<file path="config.mk">
export PLATFORM = sky130hd
export DESIGN_NAME = lcd_glyph_spi
export DESIGN_NICKNAME = d
export VERILOG_FILES = /design/src/rtl/lcd_glyph_spi.sv
export SDC_FILE = /design/constraint.sdc
export NUM_CORES = 1
export LEC_CHECK = 0
export ABC_AREA = 1
export CAP_MARGIN = 20
export CORE_UTILIZATION = 45
export DETAILED_ROUTE_END_ITERATION = 6
export PLACE_DENSITY = 0.9
export SETUP_SLACK_MARGIN = 0.05
export SLEW_MARGIN = 10
export SYNTH_ARGS = -nofsm -noshare
export SYNTH_HDL_FRONTEND = slang
export SYNTH_SLANG_ARGS = --single-unit
export TNS_END_PERCENT = 10
</file>
<file path="constraint.sdc">
create_clock -name clk -period 3.4 [get_ports clk]
set_clock_uncertainty 0.1 [all_clocks]
set_input_delay 0.85 -clock clk [delete_from_list [all_inputs] [get_ports clk]]
set_output_delay 0.85 -clock clk [all_outputs]
set_load 0.01 [all_outputs]
</file>
<file path="src/rtl/lcd_glyph_spi.sv">
// Wishbone slave that streams font-ROM glyphs, cursor positions and raw commands to a
// PCD8544-style SPI LCD. Optional inversion register at 0x10: define LCD_GLYPH_INVERT_EN.
module lcd_glyph_spi #(
  parameter int CLK_DIV     = 4,  // clk cycles per SCK half-period, >= 1
  parameter int GLYPH_BYTES = 8   // column bytes per glyph, >= 2
) (
  input  logic        clk,
  input  logic        reset,
  input  logic        wb_stb_i,
  input  logic        wb_cyc_i,
  input  logic        wb_we_i,
  input  logic [31:0] wb_adr_i,
  input  logic [3:0]  wb_sel_i,
  input  logic [31:0] wb_dat_i,
  output logic [31:0] wb_dat_o,
  output logic        wb_ack_o,
  output logic [9:0]  font_addr,
  output logic        font_rd,
  input  logic [7:0]  font_data,
  output logic        spi_sck,
  output logic        spi_mosi,
  output logic        lcd_dc,
  output logic        lcd_cs_n,
  output logic [2:0]  dbg_state
);
  localparam logic [2:0] S_IDLE  = 3'd0;
  localparam logic [2:0] S_LOAD  = 3'd1;
  localparam logic [2:0] S_SHIFT = 3'd2;
  localparam logic [2:0] S_NEXT  = 3'd3;
  localparam logic [2:0] S_DONE  = 3'd4;
  localparam logic [1:0] SRC_ROM = 2'd0;
  localparam logic [1:0] SRC_POS = 2'd1;
  localparam logic [1:0] SRC_CMD = 2'd2;
  localparam int COL_W = (GLYPH_BYTES > 1) ? $clog2(GLYPH_BYTES) : 1;
  localparam int DIV_W = (CLK_DIV > 1) ? $clog2(CLK_DIV) : 1;

  logic [2:0]       state_q, state_d;
  logic             ack_q, ack_d;
  logic [31:0]      dat_q, dat_d;
  logic [9:0]       font_addr_q, font_addr_d;
  logic             font_rd_q, font_rd_d;
  logic             sck_q, sck_d, mosi_q, mosi_d, dc_q, dc_d, cs_n_q, cs_n_d;
  logic             overrun_q, overrun_d;
  logic [1:0]       src_q, src_d;
  logic [7:0]       b0_q, b0_d, b1_q, b1_d, sh_q, sh_d;
  logic [COL_W-1:0] col_q, col_d, col_inc;
  logic             second_q, second_d, lcnt_q, lcnt_d;
  logic [DIV_W-1:0] div_q, div_d;
  logic [2:0]       bit_q, bit_d;
`ifdef LCD_GLYPH_INVERT_EN
  logic             invert_q, invert_d;
`endif

  logic       req, free, div_last, more, job_sel;
  logic [2:0] adr_idx;
  logic [6:0] x_clamp;
  logic [2:0] bank_clamp;
  logic [7:0] rom_byte, load_byte;
  logic       unused_ok;

  // Handshake: a request is taken when stb&cyc and ack_q is low; ack_q then pulses for
  // exactly one clk and gates wb_ack_o, so every request sees one ack and is never re-taken.
  assign req        = wb_stb_i & wb_cyc_i & ~ack_q;
  assign adr_idx    = wb_adr_i[4:2];
  assign job_sel    = (adr_idx == 3'd0) || (adr_idx == 3'd1) || (adr_idx == 3'd3);
  assign div_last   = (div_q == DIV_W'(CLK_DIV - 1));
  // The last DONE clk counts as free so a back-to-back job is not flagged as overrun.
  assign free       = (state_q == S_IDLE) || ((state_q == S_DONE) && div_last);
  assign col_inc    = col_q + 1'b1;
  assign more       = ((src_q == SRC_ROM) && (col_q != COL_W'(GLYPH_BYTES - 1))) ||
                      ((src_q == SRC_POS) && !second_q);
  assign x_clamp    = (wb_dat_i[6:0] > 7'd83) ? 7'd83 : wb_dat_i[6:0];
  assign bank_clamp = (wb_dat_i[10:8] > 3'd5) ? 3'd5 : wb_dat_i[10:8];
`ifdef LCD_GLYPH_INVERT_EN
  assign rom_byte   = font_data ^ {8{invert_q}};
`else
  assign rom_byte   = font_data;
`endif
  assign load_byte  = (src_q == SRC_ROM) ? rom_byte : (second_q ? b1_q : b0_q);
  assign unused_ok  = ^{wb_sel_i, wb_adr_i[31:5], wb_adr_i[1:0], wb_dat_i[31:11]};

  always_comb begin
    state_d = state_q;  ack_d = req;  dat_d = dat_q;
    font_addr_d = font_addr_q;  font_rd_d = font_rd_q;
    sck_d = sck_q;  mosi_d = mosi_q;  dc_d = dc_q;  cs_n_d = cs_n_q;
    overrun_d = overrun_q;  src_d = src_q;  b0_d = b0_q;  b1_d = b1_q;  sh_d = sh_q;
    col_d = col_q;  second_d = second_q;  lcnt_d = lcnt_q;  div_d = div_q;  bit_d = bit_q;
`ifdef LCD_GLYPH_INVERT_EN
    invert_d = invert_q;
`endif
    case (state_q)
      S_IDLE: begin
        sck_d  = 1'b0;
        cs_n_d = 1'b1;
      end
      S_LOAD: begin
        // First clk: ROM read pulse and chip select; second clk: byte is ready.
        font_rd_d = 1'b0;
        cs_n_d    = 1'b0;
        lcnt_d    = 1'b1;
        if (lcnt_q) begin
          sh_d    = load_byte;
          mosi_d  = load_byte[7];
          div_d   = '0;
          bit_d   = 3'd0;
          lcnt_d  = 1'b0;
          state_d = S_SHIFT;
        end
      end
      S_SHIFT: begin
        if (!div_last) begin
          div_d = div_q + 1'b1;
        end else begin
          div_d = '0;
          if (!sck_q) begin
            sck_d = 1'b1;
          end else begin
            sck_d = 1'b0;
            if (bit_q == 3'd7) begin
              state_d = more ? S_NEXT : S_DONE;
              if (!more) cs_n_d = 1'b1;
            end else begin
              bit_d  = bit_q + 1'b1;
              sh_d   = {sh_q[6:0], 1'b0};
              mosi_d = sh_q[6];
            end
          end
        end
      end
      S_NEXT: begin
        if (src_q == SRC_ROM) begin
          col_d       = col_inc;
          font_rd_d   = 1'b1;
          font_addr_d = 10'({b0_q[6:0], col_inc});
        end else begin
          second_d = 1'b1;
        end
        lcnt_d  = 1'b0;
        state_d = S_LOAD;
      end
      S_DONE: begin
        if (div_last) begin
          div_d   = '0;
          state_d = S_IDLE;
        end else begin
          div_d = div_q + 1'b1;
        end
      end
      default: state_d = S_IDLE;
    endcase

    if (req) begin
      dat_d = '0;
      if (wb_we_i) begin
        if (job_sel) begin
          if (free) begin
            src_d    = (adr_idx == 3'd0) ? SRC_ROM : (adr_idx == 3'd1) ? SRC_POS : SRC_CMD;
            b0_d     = (adr_idx == 3'd0) ? {1'b0, wb_dat_i[6:0]} :
                       (adr_idx == 3'd1) ? {1'b1, x_clamp} : wb_dat_i[7:0];
            b1_d     = {5'b01000, bank_clamp};
            dc_d     = (adr_idx == 3'd0);
            font_rd_d = (adr_idx == 3'd0);
            if (adr_idx == 3'd0) font_addr_d = 10'({wb_dat_i[6:0], {COL_W{1'b0}}});
            col_d    = '0;
            second_d = 1'b0;
            lcnt_d   = 1'b0;
            div_d    = '0;
            sck_d    = 1'b0;
            state_d  = S_LOAD;
          end else begin
            overrun_d = 1'b1;
          end
        end
`ifdef LCD_GLYPH_INVERT_EN
        if (adr_idx == 3'd4) invert_d = wb_dat_i[0];
`endif
      end else begin
        if (adr_idx == 3'd2) begin
          dat_d     = {30'd0, overrun_q, ~free};
          overrun_d = 1'b0;
        end
`ifdef LCD_GLYPH_INVERT_EN
        if (adr_idx == 3'd4) dat_d = {31'd0, invert_q};
`endif
      end
    end
  end

  always_ff @(posedge clk) begin
    if (reset) begin
      state_q <= S_IDLE;  ack_q <= 1'b0;  dat_q <= '0;
      font_addr_q <= '0;  font_rd_q <= 1'b0;
      sck_q <= 1'b0;  mosi_q <= 1'b0;  dc_q <= 1'b0;  cs_n_q <= 1'b1;
      overrun_q <= 1'b0;  src_q <= SRC_ROM;  b0_q <= '0;  b1_q <= '0;  sh_q <= '0;
      col_q <= '0;  second_q <= 1'b0;  lcnt_q <= 1'b0;  div_q <= '0;  bit_q <= '0;
`ifdef LCD_GLYPH_INVERT_EN
      invert_q <= 1'b0;
`endif
    end else begin
      state_q <= state_d;  ack_q <= ack_d;  dat_q <= dat_d;
      font_addr_q <= font_addr_d;  font_rd_q <= font_rd_d;
      sck_q <= sck_d;  mosi_q <= mosi_d;  dc_q <= dc_d;  cs_n_q <= cs_n_d;
      overrun_q <= overrun_d;  src_q <= src_d;  b0_q <= b0_d;  b1_q <= b1_d;  sh_q <= sh_d;
      col_q <= col_d;  second_q <= second_d;  lcnt_q <= lcnt_d;  div_q <= div_d;  bit_q <= bit_d;
`ifdef LCD_GLYPH_INVERT_EN
      invert_q <= invert_d;
`endif
    end
  end

  assign wb_dat_o  = dat_q;
  assign wb_ack_o  = wb_stb_i & wb_cyc_i & ack_q;
  assign font_addr = font_addr_q;
  assign font_rd   = font_rd_q;
  assign spi_sck   = sck_q;
  assign spi_mosi  = mosi_q;
  assign lcd_dc    = dc_q;
  assign lcd_cs_n  = cs_n_q;
  assign dbg_state = state_q;
endmodule

</file>
# Yosys cells after proc, flatten, opt, wreduce, memory -nomap -nowiden
# Cells that the tools add are included.
# word_totals
reg_bits,83
output_inout_bits,51
# classes
add_sub_neg,3
order_cmp,2
eq_ne,19
mux,90
bitwise,5
reduce_logical,19
# ops
operator,count
10-bit 2-to-1 mux,7
3-bit 2-to-1 mux,21
7-bit 2-to-1 mux,5
1-bit 2-to-1 mux,34
8-bit 2-to-1 mux,4
2-bit 2-to-1 mux,10
3-bit one-hot mux with 5 select lines,1
2-bit != test (second input constant),7
7-bit one-hot mux with 2 select lines,1
3-bit by 2-bit == test with 1-bit output (second input constant),4
5-bit AND reduction,2
1-bit one-hot mux with 2 select lines,4
4-bit AND reduction,2
7-bit greater-than comparator (second input constant),1
3-bit by 1-bit adder with 3-bit output (second input constant),2
3-bit by 1-bit == test with 1-bit output (second input constant),2
3-bit == test (second input constant),2
3-bit zero test,2
3-bit one-hot mux with 2 select lines,1
1-bit logical OR,4
2-bit one-hot mux with 2 select lines,1
2-bit nonzero test,2
1-bit AND,3
3-bit greater-than comparator (second input constant),1
12 further kinds,15

# Depth between registers and ports, before layout
# logic_depth
word_depth,12
ltp_mapped,10

# Least setup slack after synthesis
# OpenSTA, ideal clock, no wires.
# synth_path
path_type,input -> output
start,input wb_stb_i
end,output wb_ack_o
arrival_time_ns,1.045
required_ns,2.450
setup_slack_ns,1.405
cell_stages,2
cell_sequence,nand2_1 -> nor2_1
# synth_via
elab_chain_cells,2
# synth_lines
element,line,source
"start, declared",9,"input logic wb_stb_i,"
1-bit AND (2 in series),212,assign wb_ack_o = wb_stb_i & wb_cyc_i & ack_q;
"end, declared",16,"output logic wb_ack_o,"
# No other way between the ends.

# Final worst setup path
# layout_path
start,input wb_cyc_i
end,output wb_ack_o
# layout_via
elab_chain_cells,2
# layout_lines
element,line,source
"start, declared",10,"input logic wb_cyc_i,"
1-bit AND (2 in series),212,
# No other way between the ends.

==> results.md <==
- All-Layer GR Usage: 20.5%
- TritonCTS Buffers: 5
- Number of global-route vias before repair: between 2000 and 2500
- Worst Setup End Kind: primary output
- Clk_lat worst skew: 0.30 ns
- Clk sink count: 53
- Port bufs: 47
- Root Driver: clkbuf_8
- CTS tree: done
- Slew Viols, Final: 0
- Crit share post-route: between 80% and 90%
- Total Neg Setup Slack: 0 ns
- Slew HR: 56.0%
- Hold-fix buffers, CTS: 0
- F_max: 0.339 GHz
- Ranking of synthesized cells by area: dfxtp_1, nand2_1, nor2_1
- Adder-Cell Fraction of Synth Area: 2.18%
- DR pass1 iterations: 7
- Starting density of the core: 47.6%
- Wirelength per Cell: 11.4 um
- RSZ-0062 raised after global routing: false
- Vias: roughly 2800
- CTS max path bufs: 2
- Combinational power share: about 11%
- Site Rows: 28
- Fill count: 533
- Final antenna-violating net count: 0
- Mapped Cells: approximately 440
- Post-synth top area share: 37.0%
- Xor and xnor area share after synthesis: 0.305%
- Post_cts resized: 0
- Tmin final: 2.95 ns
- Hold depth: 2
- First-pass GRT wire length: 10700 um
- Flops & latches, synth: 53
- Avg Cell Area, Syn: 6.49 um2
- Initial antenna violation count: 0
- Reg clk slew, reported paths: ~0.1 ns
- Sequential power share: roughly half
- Hold Vio Cnt, Final: 0
- CP arrival: 2.00 ns
- Final hold slack: 0.373 ns
- HPWL after detailed placement: 4640 um
- Min-Delay Path Class: reg -> reg
- CP required: 2.45 ns
- Post CTS Setup Buffer Count: 0
- DRT iter0 DRCs: 218
- Post-synth cell types: 29
- Power Density: roughly 380 nW/um2
- Ant. Diodes: 0
- YS warnings: 0
- Status: finished clean
- Synth Area in Compound Gates: 9.63%
- CTS H-Tree Depth: 2
- CP max FO: 2
- Largest net degree at the start of global routing: 25
- IO Count: approximately 130
- Drt drc: 0
- Syn-to-layout area delta: 18.4%
- Synth Cell Area: 2870 um2
- Die H: 81.9 um
- Switching Share: 23.4%
- Leakage: 1.57 nW
- Share of layout cells above drive strength 1: under 10%
- Post-synthesis simple-gate area fraction: 34.2%
- Die area: approximately 6700 um2
- Internal power component: 984 uW
- GRT overflow: 0
- Reg2Reg Depth: 9
- Startpoint types: input pin
- Main combinational cell family by area after synthesis: simple AND/OR/NAND/NOR gates
- Register area share after synthesis: 37.0%
- Peak VDD IR: 0.326 mV
- Clock share of power: 39.0%
- Final setup vio count: 0
- Total Routed Length: 6410 um
- Tot Pwr: 1.28 mW
- Synth area leader: dfxtp_1
- Core Region: 6030 um2
- Horiz. Die Dim: 81.9 um
- Drt via density: 4.98
- MaxCap Viol Count: 0
- Worst-Margin Slew: 0.658 ns
- Final nets: 570
- CP Class: in -> out
- GP Congestion: 0.849
- P_sw: 300 uW
- Multiplexer area fraction after synthesis: 0%
-- synth_stat cells --
master	n
conb_1	1
inv_1	45
inv_2	2
dfxtp_1	53
a21o_1	1
xnor2_1	1
a21boi_0	1
buf_4	32
o22ai_1	1
o21ai_0	24
nor2_1	77
clkbuf_1	4
nand4_1	6
a22oi_1	1
a21oi_1	18
o21ai_2	1
o21a_1	1
nand3_2	2
a31oi_1	1
nand3_1	29
nor2_4	2
o21ai_1	3
or2_2	1
buf_6	1
buf_2	6
buf_1	1
nand2_2	1
ha_1	5
nand2_1	121
-- worst max-delay path, stage by stage --
cell             delay [ns]
clkdlybuf4s50_1        0.48
nand2_1                0.06
nor2_1                 0.08
clkdlybuf4s50_1        0.54
-- path summary, 6_finish.rpt --
kind,from,to,slack (ns)
setup / recovery,wb_cyc_i,wb_ack_o,0.45
hold / removal,lcd_cs_n,lcd_cs_n,0.37
setup reg to reg,dbg_state[0],sh_q[4],1.54
hold reg to reg,lcd_cs_n,lcd_cs_n,0.37
-- layer usage --
| metal | track usage (%) | wire length (um) |
|---|---|---|
| met3 | 2.78 | 323 |
| met5 | 0 | 0 |
| met4 | 9.65 | 129 |
| met2 | 36.9 | 3150 |
| met1 | 23.7 | 2800 |
-- per-stage QoR --
| stage | util (%) | cell area (um2) | setup slack [ns] | instances |
|---|---|---|---|---|
| 2_1_floorplan | - | 2980 | 1.41 | 471 |
| 3_3_place_gp | 54.2 | 3270 | 0.467 | 552 |
| 3_5_place_dp | 54.2 | 3270 | 0.439 | 552 |
| 4_1_cts | 56.4 | 3400 | 0.441 | 560 |
| 5_1_grt | 56.4 | 3400 | 0.340 | 560 |
| 6_report | 56.4 | 3400 | 0.447 | 560 |
-- cell usage in the layout (no fill, tap or decap), drive strengths merged --
master	instances
a31oi	1
ha	5
nand4	6
conb	30
buf	3
clkinv	1
inv	47
nand2	122
xnor2	1
a21oi	18
a22oi	1
o22ai	1
dfxtp	53
clkdlybuf4s50	47
bufinv	2
a21boi	1
nand3	31
nor2	79
or2	1
a21o	1
o21a	1
o21ai	28
clkbuf	5
-- registers in the layout, indices dropped and copies added (netlist names), 3 cells and up --
register	flops
dbg_state	3
b1_q	4
font_addr	10
b0_q	8
sh_q	7
col_q	3
bit_q	3
-- area by class of cell --
cell class / instances / area (um2) / area share, %
clock buffers: 5 / 68.8 / 2.02
clock inverters: 3 / 65.1 / 1.91
inverters: 47 / 176 / 5.19
multi-input cells: 327 / 1440 / 42.4
flip-flops and latches: 53 / 1060 / 31.2
well taps: 75 / 93.8 / 2.76
repair buffers: 50 / 493 / 14.5
-- cell families (layout without fill, tap and decap cells) --
family,after synthesis,in the layout
AOI/OAI and AO/OA,52,52
DFF,53,53
xor gates and xnor gates,1,1
other,1,30
buffers and inverters,91,105
adders and majority gates,5,5
and+or+nand+nor,239,239
-- power groups by stage --
stage	Clock (mW)	Sequential, mW	Combinational [mW]
after global routing	0.529	0.642	0.163
after detailed placement	0	0.654	0.141
after global placement	0	0.654	0.137
after CTS	0.505	0.640	0.142
after floorplan	0	0.654	0.112
final	0.501	0.640	0.143
Power figures use the tool's default switching activity.
